<file path="config.mk">
export PLATFORM = sky130hd
export DESIGN_NAME = encoder8to3_seq_flat
export DESIGN_NICKNAME = d
export VERILOG_FILES = /design/src/rtl/encoder8to3_seq_if.sv /design/src/rtl/encoder8to3_seq.sv /design/src/flat_wrapper.sv
export SDC_FILE = /design/constraint.sdc
export NUM_CORES = 1
export LEC_CHECK = 0
export ABC_CLOCK_PERIOD_IN_PS = 2700
export BUFFER_PORTS_ARGS = -buffer_cell sky130_fd_sc_hd__clkbuf_2
export CELL_PAD_IN_SITES_DETAIL_PLACEMENT = 0
export CELL_PAD_IN_SITES_GLOBAL_PLACEMENT = 1
export CORE_MARGIN = 8
export CORE_UTILIZATION = 25
export DETAILED_ROUTE_END_ITERATION = 7
export PLACE_DENSITY = 0.64
export SYNTH_ARGS = -nofsm -noshare
export SYNTH_HDL_FRONTEND = slang
export SYNTH_SLANG_ARGS = --single-unit
</file>
<file path="constraint.sdc">
create_clock -name clk -period 2.7 [get_ports clk]
set_input_delay 0.135 -clock clk [delete_from_list [all_inputs] [get_ports clk]]
set_output_delay 0.135 -clock clk [all_outputs]
set_load 0.02 [all_outputs]
</file>
<file path="src/rtl/encoder8to3_seq_if.sv">
// Request/stream bundle for encoder8to3_seq: load side (din/en/drop) and
// the index stream (dout/valid/ready/remaining).
interface encoder8to3_seq_if;
   logic [7:0] din;
   logic       en;
   logic [2:0] dout;
   logic       valid;
   logic       ready;
   logic [3:0] remaining;
   logic       drop;

   // master: the encoder, which produces the index stream
   modport master (
      input  din,
      input  en,
      input  ready,
      output dout,
      output valid,
      output remaining,
      output drop
   );

   // slave: whoever loads vectors and consumes the indices
   modport slave (
      output din,
      output en,
      output ready,
      input  dout,
      input  valid,
      input  remaining,
      input  drop
   );
endinterface

</file>
<file path="src/rtl/encoder8to3_seq.sv">
// Sequential 8-to-3 encoder: latches a request vector and serialises the index
// of every set bit, one per valid/ready handshake, in fixed priority order.
module encoder8to3_seq #(
   parameter bit PRIO_HIGH = 1'b0
) (
   input  logic                 clk,
   input  logic                 rst_n,
   encoder8to3_seq_if.master    bus,
   output logic                 dbg_state
);

   // Stream handshake: a code transfers on a rising edge where valid=1 and
   // ready=1; while valid=1 and ready=0, dout/remaining are held unchanged.

   localparam logic [0:0] IDLE = 1'b0;
   localparam logic [0:0] EMIT = 1'b1;

   logic [0:0] state;
   logic [7:0] pending;
   logic [7:0] nxt;
   logic [2:0] dout_q;
   logic [3:0] remaining_q;
   logic       drop_q;

   function automatic logic [2:0] prio_idx(input logic [7:0] v);
      logic [2:0] idx;
      idx = 3'd0;
      if (PRIO_HIGH) begin
         for (int i = 0; i < 8; i++)
            if (v[i]) idx = 3'(i);
      end else begin
         for (int i = 7; i >= 0; i--)
            if (v[i]) idx = 3'(i);
      end
      return idx;
   endfunction

   function automatic logic [3:0] popcount(input logic [7:0] v);
      logic [3:0] c;
      c = 4'd0;
      for (int i = 0; i < 8; i++)
         c = c + {3'b000, v[i]};
      return c;
   endfunction

   // Pending set after retiring the code currently on dout
   always_comb begin
      nxt = pending & ~(8'h01 << dout_q);
   end

   always_ff @(posedge clk or negedge rst_n) begin
      if (!rst_n) begin
         state       <= IDLE;
         pending     <= 8'h00;
         dout_q      <= 3'd0;
         remaining_q <= 4'd0;
         drop_q      <= 1'b0;
      end else begin
         drop_q <= 1'b0;
         case (state)
            IDLE: begin
               if (bus.en && (bus.din != 8'h00)) begin
                  pending     <= bus.din;
                  dout_q      <= prio_idx(bus.din);
                  remaining_q <= popcount(bus.din);
                  state       <= EMIT;
               end
            end
            EMIT: begin
               // Busy for the whole drain, including the final handshake cycle
               if (bus.en) drop_q <= 1'b1;
               if (bus.ready) begin
                  pending     <= nxt;
                  remaining_q <= remaining_q - 4'd1;
                  if (nxt != 8'h00) begin
                     dout_q <= prio_idx(nxt);
                  end else begin
                     dout_q <= 3'd0;
                     state  <= IDLE;
                  end
               end
            end
            default: state <= IDLE;
         endcase
      end
   end

   assign bus.dout      = dout_q;
   assign bus.valid     = (state == EMIT);
   assign bus.remaining = remaining_q;
   assign bus.drop      = drop_q;
   assign dbg_state     = state;

endmodule

</file>
<file path="src/flat_wrapper.sv">
// flat-port wrapper written by rule: the top's interface ports become plain ports
module encoder8to3_seq_flat 
#(
   parameter bit PRIO_HIGH = 1'b0
)
  (clk, rst_n, dbg_state, bus_din, bus_en, bus_ready, bus_dout, bus_valid, bus_remaining, bus_drop);
  encoder8to3_seq_if bus_i ();
  input  logic clk;
  input  logic rst_n;
  output logic dbg_state;
  input wire logic [$bits(bus_i.din)-1:0] bus_din;
  input wire logic [$bits(bus_i.en)-1:0] bus_en;
  input wire logic [$bits(bus_i.ready)-1:0] bus_ready;
  output wire logic [$bits(bus_i.dout)-1:0] bus_dout;
  output wire logic [$bits(bus_i.valid)-1:0] bus_valid;
  output wire logic [$bits(bus_i.remaining)-1:0] bus_remaining;
  output wire logic [$bits(bus_i.drop)-1:0] bus_drop;
  assign bus_i.din = bus_din;
  assign bus_i.en = bus_en;
  assign bus_i.ready = bus_ready;
  assign bus_dout = bus_i.dout;
  assign bus_valid = bus_i.valid;
  assign bus_remaining = bus_i.remaining;
  assign bus_drop = bus_i.drop;
  encoder8to3_seq #(.PRIO_HIGH(PRIO_HIGH)) u_core (.clk(clk), .rst_n(rst_n), .bus(bus_i), .dbg_state(dbg_state));
endmodule
</file>
# After elaboration in Yosys (flattened, before gate mapping)
# Cells that the tools add are included.
# W data, S select, Z words.
word_totals:
  ff_bits: 17
  in_bits: 12
  out_inout_bits: 10
  word_cells: 55
classes:
  add_sub_neg: 8
  eq_ne: 2
  shifts: 1
  muxes: 32
  n_bitwise: 3
  n_reduce_logical: 4
ops:
  columns: ["operator", "count"]
  rows:
  - ["$mux W3", 19]
  - ["$add A4 B1 Y4", 6]
  - ["$mux W8", 2]
  - ["$pmux W8 S2", 1]
  - ["$reduce_bool A8 Y1", 2]
  - ["$and A8 B8 Y8", 1]
  - ["$mux W4", 2]
  - ["$not A8 Y8", 1]
  - ["$pmux W4 S2", 1]
  - ["$shl A1 B3 Y8 const A", 1]
  - ["$pmux W3 S2", 1]
  - ["$mux W1", 5]
  - ["$sub A4 B1 Y4 const B", 1]
  - ["$add A1 B1 Y2", 1]
  - ["$ne A2 B1 Y1 const B", 1]
  - ["$ne A2 B2 Y1 const B", 1]
  - ["$pmux W1 S2", 1]
  - ["$reduce_and A2 Y1", 1]
  - ["$logic_and A1 B1 Y1", 1]
  - ["$not A1 Y1", 1]

# Longest topological paths before layout
# Gate-level depths: netlist of the first run.
logic_depth:
  word_depth: 14
  mapped_depth: 11
  mapped_depth_nobuf: 11

# Worst setup path before layout of the first run
# No wires, ideal clock.
synth_path:
  path_type: "input-to-reg"
  start: "input bus_din[0]"
  end: "register u_core.remaining_q[2] (netlist: u_core.bus.remaining[2])"
  setup_ps: 125
  arrival_ps: 2476
  t_required_ps: 2575
  path_slack_ps: 99
  stages: 10
  n_path_buf: 0
  path_cell_list: "inv_1 > ha_1 > inv_1 > fa_1 > fa_1 > fa_1 > fa_1 > xnor2_1 > o21ai_0 > a21oi_1"
synth_via:
  elab_chain_len: 9
  word_cells_on_any_way: 13
  classes_between: "add/sub (7); eq/ne (1); mux (2); reduce/logical (3)"
synth_rtl:
  columns: ["item", "line", "rtl"]
  rows:
  - ["start: declaration", "flat_wrapper.sv:11", "input wire logic [$bits(bus_i.din)-1:0] bus_din;"]
  - ["$add A1 B1 Y2", "encoder8to3_seq.sv:42", "c = c + {3'b000, v[i]};"]
  - ["$add A4 B1 Y4 (6 in a row)", "encoder8to3_seq.sv:42", null]
  - ["$mux W4", "encoder8to3_seq.sv:62", "if (bus.en && (bus.din != 8'h00)) begin"]
  - ["$pmux W4 S2", "encoder8to3_seq.sv:60", "case (state)"]
  - ["end signal: assignment", "encoder8to3_seq.sv:65", "remaining_q <= popcount(bus.din);"]
  - ["end signal: assignment", "encoder8to3_seq.sv:74", "remaining_q <= remaining_q - 4'd1;"]
  - ["end: declaration", "encoder8to3_seq.sv:22", "logic [3:0] remaining_q;"]
# Several ways; a longest one is shown, not always the timed one. The select of a mux whose other input is x is not followed.
# A chain may end at the register's enable or synchronous reset.

# Worst setup path in the final report of the first run
# Ends and elaborated chain as after synthesis.

==> impl_metrics.xml, run 1 <==
<?xml version="1.0" encoding="UTF-8"?>
<metrics>
  <group name="synth">
    <metric name="async_reset_ff_frac" unit="">1.00</metric>
    <metric name="synth-edff-count" unit="">0</metric>
    <metric name="netlist_top_cells_count" unit="">inv_1 (19), dfrtp_1 (17), o21ai_0 (14)</metric>
    <metric name="yosysWarnings" unit="">0</metric>
    <metric name="synth_sequential_area_ratio" unit="">0.302</metric>
    <metric name="synth_area_leaders" unit="">dfrtp_1 (30%), fa_1 (5.7%), inv_1 (5.1%), o21ai_0 (5.0%), ha_1 (4.4%)</metric>
    <metric name="syn_inst" unit="">166</metric>
    <metric name="post-synth-top-area-fraction" unit="">0.302</metric>
    <metric name="yosys_register_bits" unit="">17</metric>
    <metric name="synth_most_common_cell" unit="">inv_1</metric>
    <metric name="synth.distinct_cells" unit="">44</metric>
    <metric name="post_synth_top_area_cell" unit="">dfrtp_1</metric>
    <metric name="avgSynthCellArea" unit="µm²">8.47</metric>
    <metric name="synth_top_flop_cell" unit="">dfrtp_1</metric>
    <metric name="syn-num-nets" unit="">187</metric>
    <metric name="synth.cell_area" unit="µm²">1410</metric>
  </group>
  <group name="routing">
    <metric name="drt-wirelength-per-cell" unit="µm">13.6</metric>
    <metric name="detailedRoute.firstIterationViolations" unit="">89</metric>
    <metric name="firstDrtPassIters" unit="">4</metric>
    <metric name="route.final.wire_length" unit="µm">3500</metric>
    <metric name="avgViaCountPerCell" unit="">4.81</metric>
    <metric name="vias" unit="">1236</metric>
    <metric name="antenna_violating_nets_post_route" unit="">0</metric>
    <metric name="drc" unit="">0</metric>
  </group>
  <group name="global_route">
    <metric name="wire_length_of_the_first_global_routing_pass" unit="µm">5970</metric>
    <metric name="grt.overflow.total" unit="">0</metric>
    <metric name="antenna_found_initial" unit="">0</metric>
    <metric name="grt_usage" unit="">0.0872</metric>
    <metric name="grt_start_max_net_pins" unit="">24</metric>
    <metric name="first_global_vias" unit="">1214</metric>
  </group>
  <group name="die">
    <metric name="fp.dieArea" unit="µm²">8280</metric>
    <metric name="placementRows" unit="">27</metric>
    <metric name="num_io_pins" unit="">22</metric>
    <metric name="core_region_area" unit="µm²">5470</metric>
    <metric name="die_height" unit="µm">91</metric>
    <metric name="initial_core_util" unit="">0.257</metric>
    <metric name="fp.dieW" unit="µm">91</metric>
  </group>
  <group name="timing">
    <metric name="final_layout_setup_total_negative_slack" unit="ns">0</metric>
    <metric name="tightestPinTransition" unit="ns">0.640</metric>
    <metric name="fmaxAchievable" unit="GHz">0.392</metric>
    <metric name="maxSlewViolCount" unit="">0</metric>
    <metric name="rsz0062_at_grt" unit="">no</metric>
    <metric name="timing.final.setup_violations" unit="">0</metric>
    <metric name="finalHoldViolCount" unit="">0</metric>
    <metric name="period_needed" unit="ns">2.55</metric>
    <metric name="timing.slew.headroom" unit="">0.573</metric>
    <metric name="period_share" unit="">0.945</metric>
    <metric name="clock-skew-final" unit="ns">0.00498</metric>
    <metric name="layout_setup_ws" unit="ns">0.148</metric>
  </group>
  <group name="clocking">
    <metric name="clock_path_buffers" unit="">2</metric>
    <metric name="clk_transition_reported_paths" unit="ns">0.07</metric>
    <metric name="clock-sinks" unit="">17</metric>
    <metric name="cts_stage_hold_buffer_count" unit="">1</metric>
    <metric name="clk_root_buffer_cell" unit="">clkbuf_8</metric>
    <metric name="cts-buffers-inserted" unit="">3</metric>
    <metric name="tritoncts" unit="">yes</metric>
    <metric name="post-cts-setup-buffer-count" unit="">0</metric>
    <metric name="htree_num_levels" unit="">1</metric>
    <metric name="worst_skew_pair.late_latency" unit="ns">0.25</metric>
    <metric name="post_cts_resized" unit="">0</metric>
  </group>
  <group name="final_layout">
    <metric name="ant_diodes" unit="">0</metric>
    <metric name="layout-drive-gt1-share" unit="">0.184</metric>
    <metric name="seqCellArea" unit="µm²">425</metric>
    <metric name="fillerInstances" unit="">606</metric>
    <metric name="area_growth_syn_to_layout" unit="%">16.0</metric>
    <metric name="nNetsFinal" unit="">207</metric>
    <metric name="multi_input_comb_area" unit="µm²">847</metric>
  </group>
  <group name="setup_path">
    <metric name="register_to_register_path_depth" unit="">5</metric>
    <metric name="worst_ep_arrival_time" unit="ns">2.68</metric>
    <metric name="cpMaxStageDelayCell" unit="">fa_1</metric>
    <metric name="worst-path-buf-inv" unit="">3</metric>
    <metric name="ordered_list_of_cells_on_the_worst_path" unit="">clkbuf_2 -&gt; inv_1 -&gt; ha_1 -&gt; inv_1 -&gt; fa_1 -&gt; fa_1 -&gt; fa_1 -&gt; fa_1 -&gt; xnor2_1 -&gt; o21ai_0 -&gt; a21oi_1</metric>
    <metric name="path_class" unit="">in -&gt; reg</metric>
    <metric name="timing.critical_path.from_type" unit="">input port</metric>
    <metric name="regToRegEndpoint" unit="">u_core.bus.dout[1]</metric>
    <metric name="cp-end-kind" unit="">register</metric>
    <metric name="r2r-start" unit="">u_core.bus.dout[0]</metric>
    <metric name="crit_path_max_incr_delay" unit="ns">0.49</metric>
    <metric name="cp_common_cell" unit="">fa_1</metric>
    <metric name="cp_data_required_time" unit="ns">2.83</metric>
    <metric name="critPathTopFamily" unit="">adder cells</metric>
    <metric name="critPathMaxFanout" unit="">2</metric>
    <metric name="r2r_setup_slack" unit="ns">0.80</metric>
  </group>
  <group name="hold_path">
    <metric name="hold_depth" unit="">2</metric>
    <metric name="min_delay_worst_type" unit="">in -&gt; reg</metric>
    <metric name="whs_endpoint" unit="">u_core.bus.drop</metric>
    <metric name="hp-start" unit="">bus_en</metric>
  </group>
  <group name="power">
    <metric name="peakVddDrop" unit="mV">0.262</metric>
    <metric name="power-per-cell-area" unit="nW/µm²">1060</metric>
    <metric name="power_leakage" unit="µW">0.000753</metric>
  </group>
  <group name="outcome">
    <metric name="outcome" unit="">finished clean</metric>
  </group>
  <group name="placement">
    <metric name="buffer_ports.inserted" unit="">21</metric>
    <metric name="gp_routability_congestion" unit="">0.740</metric>
    <metric name="dp_hpwl" unit="µm">2710</metric>
    <metric name="dp_slack" unit="ns">-0.149</metric>
  </group>
  <group name="run">
    <metric name="maxCapViolations" unit="">0</metric>
  </group>
</metrics>
placed cells by master, fill, tap and decap left out, types with 5 or more instances in the layout:
cell type and count:
clkbuf_2 21, inv_1 19, dfrtp_1 17, o21ai_0 14, nand2_1 13, nor2_1 12, a21oi_1 11, mux2i_1 5
nor2b_1 5, ha_1 5, buf_4 5
routing by layer:
layer	GRT usage	wire length, µm	vias up
met5	0	0	-
met4	0.0205	28	0
met3	0.0255	211	2
met2	0.131	1550	26
met1	0.119	1710	584
li1	-	-	624
worst max-delay path by stage:
stage,start,endpoint,slack (ns),cells after the start
CTS,bus_din[0],u_core.bus.remaining[2],0.12,11
finish,bus_din[0],u_core.bus.remaining[2],0.15,11
floorplan,bus_din[0],u_core.bus.remaining[2],0.1,10
detailed placement,bus_din[0],u_core.bus.remaining[2],-0.15,11
global route,bus_din[0],u_core.bus.remaining[2],0.03,11
global placement,bus_din[0],u_core.bus.remaining[2],-0.08,11
per-stage QoR:
| stage | util | hold WS [ns] | area, µm² | power [µW] | std cells |
|---|---|---|---|---|---|
| after floorplan | - | -0.161 | 1410 | 1320 | 166 |
| after global placement | 0.288 | 0.109 | 1580 | 1560 | 252 |
| after detailed placement | 0.288 | 0.103 | 1580 | 1560 | 252 |
| after CTS | 0.298 | 0.148 | 1630 | 1750 | 257 |
| after global routing | 0.298 | 0.169 | 1630 | 1910 | 257 |
| final | 0.298 | 0.151 | 1630 | 1730 | 257 |
where the power goes:
part | leakage, µW | internal, µW | switching (µW) | total, µW
Sequential | 0.000206 | 371 | 251 | 621
Clock | 0.0000228 | 105 | 86.9 | 192
Combinational | 0.000524 | 434 | 483 | 917
Total | 0.000753 | 910 | 821 | 1730
layout make-up:
| class | count | area share |
|---|---|---|
| clock buffers | 4 | 0.0276 |
| inverters | 19 | 0.0437 |
| multi-input cells | 118 | 0.519 |
| flip-flops and latches | 17 | 0.261 |
| well taps | 72 | 0.0552 |
| repair buffers | 27 | 0.0936 |
cell families after synthesis:
| family | synth area share |
|---|---|
| buf+inv | 0.0952 |
| compound gates | 0.251 |
| simple gates | 0.200 |
| xor+xnor | 0.00623 |
| mux | 0.0436 |
| fa+ha+maj | 0.101 |
| flops | 0.302 |
flip-flops by register name, summed over array words and instances, names as in the netlist:
name / flops
u_core.bus.dout: 3
u_core.bus.drop: 1
u_core.bus.remaining: 4
u_core.bus.valid: 1
u_core.pending: 8
Note: power is estimated with default switching activity, not from simulation.
==> inputs of run 2 (changes only) <==
--- a/config.mk
+++ b/config.mk
@@ -12,6 +12,8 @@
 export CORE_MARGIN = 8
 export CORE_UTILIZATION = 25
 export DETAILED_ROUTE_END_ITERATION = 7
+export GPL_TIMING_DRIVEN = 0
+export MAX_ROUTING_LAYER = met4
 export PLACE_DENSITY = 0.64
 export SYNTH_ARGS = -nofsm -noshare
 export SYNTH_HDL_FRONTEND = slang
==> run 2 against run 1 <==
  * Via count is 2.5% higher
  * Clock skew is 0.0011 ns higher
  * Clock-buffer cell count is 1 lower
  * Worst setup slack better by 0.040 ns
  * Sequential share of layout area is 0.61 points lower
  * Utilization is 0.71 points higher
  * Flip-flop and latch count stayed put
  * Clock power is 2% higher
==> impl_metrics.xml, run 2 (synthesis gave the netlist of run 1 again) <==
<?xml version="1.0" encoding="UTF-8"?>
<metrics>
  <group name="setup_path">
    <metric name="timing.critical_path.from" unit="">bus_din[0]</metric>
    <metric name="cp-end-kind" unit="">register</metric>
    <metric name="ordered_list_of_cells_on_the_worst_path" unit="">clkbuf_2 -&gt; inv_1 -&gt; ha_1 -&gt; inv_1 -&gt; fa_1 -&gt; fa_1 -&gt; fa_2 -&gt; fa_2 -&gt; xnor2_2 -&gt; o21ai_0 -&gt; a21oi_1</metric>
    <metric name="regToRegEndpoint" unit="">u_core.bus.dout[0]</metric>
    <metric name="register_to_register_path_depth" unit="">4</metric>
    <metric name="timing.critical_path.from_type" unit="">input port</metric>
    <metric name="r2r-start" unit="">u_core.bus.dout[2]</metric>
    <metric name="cp.depth" unit="">11</metric>
    <metric name="path_class" unit="">in -&gt; reg</metric>
    <metric name="r2r_setup_slack" unit="ns">0.75</metric>
    <metric name="crit_path_max_incr_delay" unit="ns">0.50</metric>
    <metric name="critPathTopFamily" unit="">adder cells</metric>
    <metric name="critPathMaxFanout" unit="">4</metric>
    <metric name="worst_ep_arrival_time" unit="ns">2.65</metric>
    <metric name="cpMaxStageDelayCell" unit="">fa_1</metric>
    <metric name="worst-path-buf-inv" unit="">3</metric>
    <metric name="cp_data_required_time" unit="ns">2.84</metric>
    <metric name="critical_path.endpoint" unit="">u_core.bus.remaining[2]</metric>
  </group>
  <group name="timing">
    <metric name="tightestPinTransition" unit="ns">0.660</metric>
    <metric name="final_layout_setup_total_negative_slack" unit="ns">0</metric>
    <metric name="period_needed" unit="ns">2.51</metric>
    <metric name="timing.final.setup_violations" unit="">0</metric>
    <metric name="whs" unit="ns">0.137</metric>
    <metric name="period_share" unit="">0.930</metric>
    <metric name="rsz0062_at_grt" unit="">no</metric>
    <metric name="maxSlewViolCount" unit="">0</metric>
    <metric name="fmaxAchievable" unit="GHz">0.398</metric>
    <metric name="layout_setup_ws" unit="ns">0.189</metric>
    <metric name="clock-skew-final" unit="ns">0.00604</metric>
    <metric name="timing.slew.headroom" unit="">0.556</metric>
    <metric name="finalHoldViolCount" unit="">0</metric>
  </group>
  <group name="routing">
    <metric name="detailedRoute.firstIterationViolations" unit="">88</metric>
    <metric name="antenna_violating_nets_post_route" unit="">0</metric>
    <metric name="vias" unit="">1267</metric>
    <metric name="drt-wirelength-per-cell" unit="µm">13.8</metric>
    <metric name="route.final.wire_length" unit="µm">3650</metric>
    <metric name="drc" unit="">0</metric>
    <metric name="avgViaCountPerCell" unit="">4.80</metric>
    <metric name="firstDrtPassIters" unit="">4</metric>
  </group>
  <group name="final_layout">
    <metric name="layout-drive-gt1-share" unit="">0.208</metric>
    <metric name="mostFrequentLayoutCells" unit="">clkbuf_2 (21), inv_1 (19), dfrtp_1 (17), o21ai_0 (14), nand2_1 (13)</metric>
    <metric name="multi_input_comb_area" unit="µm²">860</metric>
    <metric name="area_growth_syn_to_layout" unit="%">18.8</metric>
    <metric name="flip_flop_count_of_the_largest_register_all_copies_and_words_added" unit="">8</metric>
    <metric name="fillerInstances" unit="">602</metric>
    <metric name="ant_diodes" unit="">0</metric>
    <metric name="nNetsFinal" unit="">214</metric>
    <metric name="layout.core_utilization" unit="">0.305</metric>
    <metric name="layout.cells.most_common" unit="">clkbuf_2</metric>
    <metric name="seqCellArea" unit="µm²">425</metric>
    <metric name="max_flop_register" unit="">u_core.pending</metric>
  </group>
  <group name="global_route">
    <metric name="first_global_vias" unit="">1278</metric>
    <metric name="use_met3" unit="">0.0123</metric>
    <metric name="use_met1" unit="">0.131</metric>
    <metric name="wire_length_of_the_first_global_routing_pass" unit="µm">6470</metric>
    <metric name="grt_start_max_net_pins" unit="">18</metric>
    <metric name="grt_usage" unit="">0.0965</metric>
    <metric name="grt.overflow.total" unit="">0</metric>
    <metric name="global_route.usage.met2" unit="">0.144</metric>
    <metric name="grt-busiest-layer" unit="">met2</metric>
    <metric name="antenna_found_initial" unit="">0</metric>
  </group>
  <group name="clocking">
    <metric name="clk_root_buffer_cell" unit="">clkbuf_8</metric>
    <metric name="worst_skew_pair.late_latency" unit="ns">0.26</metric>
    <metric name="tritoncts" unit="">yes</metric>
    <metric name="clk_transition_reported_paths" unit="ns">0.07</metric>
    <metric name="cts-buffers-inserted" unit="">3</metric>
    <metric name="clock_path_buffers" unit="">2</metric>
    <metric name="clock-sinks" unit="">17</metric>
    <metric name="htree_num_levels" unit="">1</metric>
  </group>
  <group name="placement">
    <metric name="buffer_ports.inserted" unit="">21</metric>
    <metric name="dp_hpwl" unit="µm">2900</metric>
    <metric name="gp_routability_congestion" unit="">0.771</metric>
    <metric name="dp_slack" unit="ns">-0.181</metric>
  </group>
  <group name="die">
    <metric name="num_io_pins" unit="">22</metric>
    <metric name="placementRows" unit="">27</metric>
    <metric name="die_height" unit="µm">91</metric>
    <metric name="initial_core_util" unit="">0.257</metric>
    <metric name="fp.dieW" unit="µm">91</metric>
    <metric name="fp.dieArea" unit="µm²">8280</metric>
    <metric name="core_region_area" unit="µm²">5470</metric>
  </group>
  <group name="hold_path">
    <metric name="min_delay_worst_type" unit="">in -&gt; reg</metric>
  </group>
  <group name="power">
    <metric name="power-per-cell-area" unit="nW/µm²">1090</metric>
    <metric name="power_switching_share" unit="">0.476</metric>
    <metric name="power_frac_seq" unit="">0.264</metric>
    <metric name="peakVddDrop" unit="mV">0.273</metric>
    <metric name="power_leakage" unit="µW">0.000771</metric>
    <metric name="power.clock.fraction" unit="">0.107</metric>
    <metric name="net-switching-power" unit="µW">867</metric>
    <metric name="power.combinational.fraction" unit="">0.629</metric>
    <metric name="power_report.internal_total" unit="µW">954</metric>
  </group>
  <group name="run">
    <metric name="maxCapViolations" unit="">0</metric>
  </group>
  <group name="outcome">
    <metric name="outcome" unit="">finished clean</metric>
  </group>
</metrics>
[run 2: worst min-delay path by stage]
stage / from / to / slack (ns) / depth (start not counted)
4_1_cts: bus_en / u_core.bus.drop / 0.14 / 2
3_5_place_dp: rst_n / u_core.bus.drop / 0.10 / 1
2_1_floorplan: rst_n / u_core.bus.dout[0] / -0.16 / 0
3_3_place_gp: rst_n / u_core.bus.drop / 0.10 / 1
5_1_grt: bus_en / u_core.bus.drop / 0.15 / 2
6_report: bus_en / u_core.bus.drop / 0.14 / 2
[run 2: what timing repair did]
action | CTS | global route
setup endpoints to repair | 0 | 1
buffers inserted | 0 | 0
hold buffers | 1 | 0
gates resized for setup | 0 | 3
hold endpoints to repair | 17 | 0
[run 2: layer usage]
| layer | wire [µm] | part of all wire |
|---|---|---|
| met3 | 120 | 0.033 |
| met5 | 0 | 0 |
| met1 | 1820 | 0.50 |
| met2 | 1670 | 0.46 |
| met4 | 36 | 0.0099 |
[run 2: layout make-up]
class | instances | area share
multi-input cells | 118 | 0.515
flip-flops and latches | 17 | 0.255
repair buffers | 22 | 0.0689
well taps | 72 | 0.0539
inverters | 19 | 0.0427
plain buffers | 12 | 0.0375
clock buffers | 3 | 0.0247
clock inverters | 1 | 0.00300
[run 2: power by group through the flow]
stage	logic, µW	registers, µW	clock network, µW
after floorplan	788	533	0
final	1150	480	196
after CTS	1140	480	198
after global routing	1300	499	211
after detailed placement	1140	485	0
after global placement	1150	487	0
[run 2: through the flow]
| stage | power (µW) | area [µm²] | std cells |
|---|---|---|---|
| finish | 1820 | 1670 | 264 |
| global route | 2010 | 1670 | 264 |
| CTS | 1820 | 1660 | 264 |
| detailed placement | 1620 | 1600 | 259 |
| global placement | 1630 | 1600 | 259 |
| floorplan | 1320 | 1410 | 166 |
